[src/rtl/fifo_pkg.sv]
// Shared definitions for the async FIFO read/write side helpers.
package fifo_pkg;

    // Default geometry of the read-side burst packer
    localparam int DATA_WIDTH_DEF = 8;
    localparam int BURST_LEN_DEF  = 4;

    // Width of the debug underflow/overflow event counters
    localparam int UFLOW_CNT_W = 8;

    typedef enum logic [1:0] {
        ST_IDLE = 2'd0,
        ST_FILL = 2'd1,
        ST_HOLD = 2'd2
    } state_t;

endpackage : fifo_pkg

[src/rtl/fifo_burst_reader_sat_counter.sv]
// Saturating event counter with synchronous active-high reset.
// Reused on the FIFO write side for overflow counting.
module sat_counter
    import fifo_pkg::*;
#(
    parameter int WIDTH = UFLOW_CNT_W
) (
    input  logic             clk_i,
    input  logic             rst_i,
    input  logic             inc_i,
    output logic [WIDTH-1:0] count_o
);

    localparam logic [WIDTH-1:0] CNT_MAX = {WIDTH{1'b1}};

    logic [WIDTH-1:0] count_q;
    logic [WIDTH-1:0] count_d;

    // Next count: step on each event, hold once the maximum is reached
    always_comb begin
        count_d = count_q;
        if (inc_i && (count_q != CNT_MAX)) begin
            count_d = count_q + WIDTH'(1);
        end
    end

    // Count register
    always_ff @(posedge clk_i) begin
        if (rst_i) begin
            count_q <= '0;
        end else begin
            count_q <= count_d;
        end
    end

    assign count_o = count_q;

endmodule : sat_counter

[src/rtl/fifo_burst_reader.sv]
// Read-side consumer for the async FIFO, running in the read-clock domain.
// Pulls BURST_LEN entries, packs them into one wide word and hands the word
// downstream on valid/ready. A flush emits whatever has been collected.
//
//   state   | meaning
//   --------+------------------------------------------------------------
//   ST_IDLE | nothing collected; wait for FIFO data or a pending flush
//   ST_FILL | issuing reads and packing returned entries into slots
//   ST_HOLD | word presented on out_data/out_valid until out_ready
module fifo_burst_reader
    import fifo_pkg::*;
#(
    parameter int DATA_WIDTH = DATA_WIDTH_DEF,
    parameter int BURST_LEN  = BURST_LEN_DEF,
    parameter int CNT_W      = 5
) (
    input  logic                            rd_clk,
    input  logic                            rst,
    input  logic                            fifo_empty,
    input  logic [DATA_WIDTH-1:0]           fifo_rdata,
    input  logic                            fifo_valid,
    input  logic                            fifo_underflow,
    output logic                            fifo_rd_en,
    output logic [DATA_WIDTH*BURST_LEN-1:0] out_data,
    output logic [CNT_W-1:0]                out_bytes,
    output logic                            out_valid,
    input  logic                            out_ready,
    input  logic                            flush,
    output logic                            busy,
    output logic [UFLOW_CNT_W-1:0]          underflow_cnt
);

    localparam int               WORD_W    = DATA_WIDTH * BURST_LEN;
    localparam logic [CNT_W-1:0] BURST_CNT = CNT_W'(BURST_LEN);

    state_t              state_q,      state_d;
    logic [CNT_W-1:0]    issued_q,     issued_d;
    logic [CNT_W-1:0]    recv_q,       recv_d;
    logic                flush_pend_q, flush_pend_d;
    logic [WORD_W-1:0]   data_q,       data_d;
    logic [CNT_W-1:0]    out_bytes_q,  out_bytes_d;
    logic                out_valid_q,  out_valid_d;
    logic                rd_en;

    // State and datapath registers; reset drops any partially packed word
    always_ff @(posedge rd_clk) begin
        if (rst) begin
            state_q      <= ST_IDLE;
            issued_q     <= '0;
            recv_q       <= '0;
            flush_pend_q <= 1'b0;
            data_q       <= '0;
            out_bytes_q  <= '0;
            out_valid_q  <= 1'b0;
        end else begin
            state_q      <= state_d;
            issued_q     <= issued_d;
            recv_q       <= recv_d;
            flush_pend_q <= flush_pend_d;
            data_q       <= data_d;
            out_bytes_q  <= out_bytes_d;
            out_valid_q  <= out_valid_d;
        end
    end

    // Next-state, read issue and packing logic
    always_comb begin
        state_d      = state_q;
        issued_d     = issued_q;
        recv_d       = recv_q;
        flush_pend_d = flush_pend_q;
        data_d       = data_q;
        out_bytes_d  = out_bytes_q;
        out_valid_d  = out_valid_q;
        rd_en        = 1'b0;

        // A word already in HOLD is being emitted, so a flush there is moot
        if (flush && (state_q != ST_HOLD)) begin
            flush_pend_d = 1'b1;
        end

        case (state_q)
            ST_IDLE: begin
                if (!fifo_empty || flush_pend_q) begin
                    state_d = ST_FILL;
                    // Start from a clean word so a short flush leaves
                    // unused slots at zero
                    data_d  = '0;
                end
            end

            ST_FILL: begin
                rd_en = !fifo_empty && (issued_q < BURST_CNT) && !flush_pend_q;
                if (rd_en) begin
                    issued_d = issued_q + CNT_W'(1);
                end

                if (fifo_valid && (recv_q < BURST_CNT)) begin
                    for (int k = 0; k < BURST_LEN; k++) begin
                        if (recv_q == CNT_W'(k)) begin
                            data_d[k*DATA_WIDTH +: DATA_WIDTH] = fifo_rdata;
                        end
                    end
                    recv_d = recv_q + CNT_W'(1);
                end

                // A full word wins over a flush that lands on the last entry
                if (recv_q == BURST_CNT) begin
                    state_d     = ST_HOLD;
                    out_valid_d = 1'b1;
                    out_bytes_d = BURST_CNT;
                end else if (flush_pend_q && (issued_q == recv_q)) begin
                    if (recv_q != '0) begin
                        state_d     = ST_HOLD;
                        out_valid_d = 1'b1;
                        out_bytes_d = recv_q;
                    end else begin
                        state_d      = ST_IDLE;
                        flush_pend_d = 1'b0;
                    end
                end
            end

            ST_HOLD: begin
                if (out_valid_q && out_ready) begin
                    state_d      = ST_IDLE;
                    out_valid_d  = 1'b0;
                    out_bytes_d  = '0;
                    issued_d     = '0;
                    recv_d       = '0;
                    flush_pend_d = 1'b0;
                end
            end

            default: begin
                state_d = ST_IDLE;
            end
        endcase
    end

    sat_counter #(
        .WIDTH (UFLOW_CNT_W)
    ) u_uflow_cnt (
        .clk_i   (rd_clk),
        .rst_i   (rst),
        .inc_i   (fifo_underflow),
        .count_o (underflow_cnt)
    );

    assign fifo_rd_en = rd_en;
    assign out_data   = data_q;
    assign out_bytes  = out_bytes_q;
    assign out_valid  = out_valid_q;
    assign busy       = (state_q != ST_IDLE) || flush_pend_q;

endmodule : fifo_burst_reader
[config.mk]
export PLATFORM = sky130hd
export DESIGN_NAME = fifo_burst_reader
export DESIGN_NICKNAME = d
export VERILOG_FILES = /design/src/rtl/fifo_pkg.sv /design/src/rtl/fifo_burst_reader_sat_counter.sv /design/src/rtl/fifo_burst_reader.sv
export SDC_FILE = /design/constraint.sdc
export NUM_CORES = 1
export LEC_CHECK = 0
export ABC_CLOCK_PERIOD_IN_PS = 1890
export BUFFER_PORTS_ARGS = -buffer_cell sky130_fd_sc_hd__buf_4
export CAP_MARGIN = 20
export CORE_MARGIN = 2
export CORE_UTILIZATION = 45
export DETAILED_ROUTE_END_ITERATION = 12
export PLACE_DENSITY_LB_ADDON = 0.3
export SETUP_SLACK_MARGIN = 0.5
export SLEW_MARGIN = 20
export SYNTH_ARGS = -nofsm -noshare
export SYNTH_HDL_FRONTEND = slang
export SYNTH_HIERARCHICAL = 1
export SYNTH_SLANG_ARGS = --single-unit
[constraint.sdc]
create_clock -name rd_clk -period 1.89 [get_ports rd_clk]
set_input_delay 0.2835 -clock rd_clk [delete_from_list [all_inputs] [get_ports rd_clk]]
set_output_delay 0.2835 -clock rd_clk [all_outputs]
set_load 0.02 [all_outputs]
==> impl_metrics.py <==
metrics = {
    "status": {
        "outcome": "finished with violations",
        "failed_checks": "setup timing",
    },
    "critical_path": {
        "crit_type": "reg -> out",
        "critPathLaunch": "state_q[1]$_SDFFE_PP0P_",
        "timing.reg2reg.setup_slack_ns": 0.07,
        "worst-path-max-fanout": 2,
        "crit-reg2reg-capture": "state_q[1]$_SDFFE_PP0P_",
        "worst_path_largest_cell_delay_ns": 0.48,
        "path_cells": "inv_2 > ha_4 > or4b_4 > nor3_4 > buf_6",
        "crit-reg2reg-launch": "state_q[0]$_SDFFE_PP0P_",
        "cp_num_cells": 5,
        "cp-end-kind": "primary output",
        "timing.critical_path.required_ns": 1.61,
        "crit_buf_inv": 2,
        "cp.arrival_ns": 1.63,
        "reg2reg_depth": 7,
        "setup.worst_path.start_class": "flip-flop",
        "slowest_stage": "or4b_4",
        "crit_end": "fifo_rd_en",
        "critPathTopFamily": "simple AND/OR/NAND/NOR gates",
    },
    "power_and_ir_drop": {
        "internal_power_uw": 2506,
        "pwr-share-clk_pct": 23.7,
        "power.density_cell_area_nw_per_um2": 1114,
        "part_of_the_total_power_dissipated_in_combinational_logic_pct": 40.6,
        "fraction_of_power_spent_switching_nets_pct": 39.14,
        "power.net_switching_uw": 1611,
        "power_frac_seq_pct": 35.7,
        "leakagePower_uw": 0.001478,
        "peakVddDrop_v": 0.0006920,
    },
    "sta": {
        "max_slew.worst_pin.slew_ns": 0.4993,
        "layout_setup_ws_ns": -0.02473,
        "hold_viol_final": 0,
        "slew_violations": 0,
        "fmax_ghz": 0.5223,
        "fin_tns_setup_ns": -0.02473,
        "timing.final.crit_share_pct": 101.3,
        "grt_setup_unrepaired": "yes",
        "setup_viol": 1,
        "finalWorstPathRequiredPeriod_ns": 1.915,
        "relSlewSlack_pct": 66.71,
        "largest_clock_skew_in_the_final_design_ns": 0.006435,
    },
    "finish": {
        "fraction_of_layout_cells_with_a_size_suffix_above_1_pct": 39.32,
        "area_delta_synth_final_pct": 34.66,
        "nNetsFinal": 403,
        "antenna_cells_inserted": 0,
        "final_area_um2": 3695,
    },
    "detailed_routing": {
        "routed_wire_length_per_instance_um": 15.56,
        "finalWirelength_um": 7141,
        "drt.antenna.violating_nets": 0,
        "drt-vias-per-instance": 5.473,
        "detailed_routing_iterations_pass_1": 5,
        "dr_total_vias": 2512,
        "drc": 0,
        "drt_first_iter_violations": 84,
    },
    "grt": {
        "grt_antenna_before_repair": 0,
        "grt_first_pass_wirelength_um": 11280,
        "global_route.overflow_total": 0,
        "number_of_global_route_vias_before_repair": 2340,
        "pin_count_of_the_biggest_net_entering_global_routing": 47,
        "track_usage_pct": 22.42,
    },
    "logic_synthesis": {
        "ys.warnings.count": 6,
        "synth_edf_count": 0,
        "syn-instance-count": 299,
        "asyncSetResetFlopFracSynth_pct": 0,
        "post_synth.cell_area_avg_um2": 9.177,
        "dominantRegCellSynth": "dfxtp_1",
        "synth.lib_cells_used.distinct": 54,
        "synth-seq-cells": 59,
        "yosysSeqAreaShare_pct": 43.05,
        "net_count_after_synthesis": 323,
        "synthesis.area_um2": 2744,
    },
    "floorplanning": {
        "core_um2": 5921,
        "initial_core_util_pct": 46.34,
        "placement_rows": 28,
        "die_x_um": 82.09,
        "floorplan.die_area_um2": 6738,
        "fp.dieH_um": 82.09,
        "ports_placed_on_the_boundary": 63,
    },
    "clocking": {
        "cts_htree_levels": 3,
        "cts.hold.buffers_added": 0,
        "clk_path_buf_depth": 2,
        "cts_inserted_buffers": 9,
        "clk_pin_slew_worst_paths_ns": 0.07,
        "worst_skew_pair.late_latency_ns": 0.34,
        "numClockSinks": 59,
        "clockRootBuffer": "clkbuf_8",
        "tritoncts": "yes",
    },
    "placed_design": {
        "count_of_port_buffers_added_during_placement": 62,
        "place.detailed.hpwl_um": 4786,
        "placedInstanceArea_um2": 3359,
        "gp_congestion": 0.7980,
    },
    "job": {
        "drv_cap": 0,
    },
    "min_path": {
        "worstHoldPathType": "in -> reg",
    },
}
==> power by group through the flow <==
| stage | clock network (µW) | logic [µW] | registers, µW |
|---|---|---|---|
| 4_1_cts | 1010 | 1640 | 1470 |
| 2_1_floorplan | 0 | 927 | 1580 |
| 6_report | 977 | 1670 | 1470 |
| 3_5_place_dp | 0 | 1480 | 1490 |
| 3_3_place_gp | 0 | 1460 | 1480 |
| 5_1_grt | 1060 | 1830 | 1480 |
==> final cells by class <==
type	count	area (µm²)
inverters	8	30.03
fillers	524	2226
multi-input cells	220	1593
well taps	75	93.84
repair buffers	81	611.8
flip-flops and latches	59	1197
clock inverters	7	45.04
clock buffers	9	123.9
==> per-layer routing <==
layer / share of wire, % / global-route usage, % / vias up
met1: 42 / 26.53 / 1199
li1: - / - / 1240
met3: 5.1 / 6.154 / 13
met5: 0 / 0 / -
met2: 51 / 38.70 / 60
met4: 1.9 / 8.167 / 0
==> state kept, by name (all words and copies together) (netlist names) <==
register / flops
issued_q: 5
out_valid: 1
recv_q: 5
out_data: 32
flush_pend_q: 1
out_bytes: 5
u_uflow_cnt/count_o: 8
state_q: 2
==> worst min-delay path, delay by kind of cell <==
family | cells | cell delay, ns
buffers and inverters | 1 | 0.11
and+or+nand+nor | 1 | 0.08
AOI/OAI and AO/OA | 1 | 0.06
==> cells in the final DEF (no fill, tap or decap), types with 4 or more instances in the layout <==
master      count
nor2_1         27
nand2_1        31
clkbuf_8        9
inv_1           5
ha_1            5
dfxtp_1        48
nand3_1        20
nand2b_1        5
clkinvlp_4      4
dfxtp_2        10
a22oi_1        16
mux2i_1         5
a21oi_1        29
a41oi_1         4
nand4_1         6
xor2_1          4
buf_4          80
==> Yosys cell counts (2+ instances only) <==
| cell type | count | share of area, % |
|---|---|---|
| and4_1 | 2 | 0.64 |
| nor2b_1 | 3 | 0.68 |
| nand4_1 | 6 | 1.4 |
| inv_1 | 8 | 1.1 |
| nor2_4 | 3 | 1.2 |
| xor2_1 | 4 | 1.3 |
| a211oi_1 | 2 | 0.55 |
| a21boi_0 | 2 | 0.55 |
| dfxtp_1 | 59 | 43 |
| nand3_1 | 22 | 4.0 |
| a21oi_1 | 31 | 5.7 |
| a21o_1 | 5 | 1.4 |
| nand2_1 | 31 | 4.2 |
| nand2b_1 | 7 | 1.6 |
| a41oi_1 | 4 | 1.3 |
| a31oi_1 | 2 | 0.46 |
| a21oi_4 | 2 | 1.2 |
| nor2_1 | 27 | 3.7 |
| a211oi_2 | 2 | 0.91 |
| o21ai_0 | 3 | 0.55 |
| mux2i_1 | 5 | 1.8 |
| buf_6 | 2 | 0.82 |
| clkbuf_1 | 6 | 0.82 |
| o21ai_1 | 2 | 0.36 |
| ha_1 | 9 | 4.1 |
| a22oi_1 | 16 | 4.4 |
| buf_2 | 4 | 0.73 |
| o21bai_1 | 2 | 0.55 |
| nor3_1 | 3 | 0.55 |
==> cells by family (layout without fill, tap and decap cells) <==
logic type	count (synthesis)	after routing	share of synthesized area, %
AND/OR/NAND/NOR	116	116	22.71
XOR/XNOR	5	5	1.596
buffers and inverters	20	105	3.466
multiplexers	6	6	2.371
flip-flops	59	59	43.05
AO/OA/AOI/OAI	84	84	22.71
adder cells (fa/ha/maj)	9	9	4.104
==> worst min-delay path by stage <==
| stage | from | end | cells after the start |
|---|---|---|---|
| final | fifo_rdata[5] | out_data[5]$_SDFFE_PP0P_ | 3 |
| after global routing | fifo_rdata[4] | out_data[20]$_SDFFE_PP0P_ | 3 |
| after CTS | fifo_rdata[4] | out_data[20]$_SDFFE_PP0P_ | 3 |
| after detailed placement | out_data[14]$_SDFFE_PP0P_ | out_data[14]$_SDFFE_PP0P_ | 2 |
| after global placement | out_data[14]$_SDFFE_PP0P_ | out_data[14]$_SDFFE_PP0P_ | 2 |
| after floorplan | rst | u_uflow_cnt/count_o[7]$_SDFFE_PP0P_ | 1 |
==> per-stage QoR <==
step | worst slack, ns | total power [µW] | utilization [%] | hold slack, ns | cells
after floorplan | 0.03862 | 2506 | - | 0.3556 | 299
after global placement | 0.1292 | 2945 | 56.74 | 0.4422 | 435
after detailed placement | 0.09600 | 2966 | 56.74 | 0.4478 | 435
after CTS | -0.02732 | 4116 | 62.26 | 0.2129 | 459
after global routing | -0.08768 | 4364 | 62.40 | 0.2251 | 459
final | -0.02473 | 4117 | 62.40 | 0.2297 | 459
==> repair_timing <==
action | 4_1_cts | 5_1_grt
resized for setup | 25 | 4
endpoints found under the setup margin | 53 | 55
pin swaps | 10 | 1
buffers inserted | 8 | 0
Note: power is estimated with default switching activity, not from simulation.
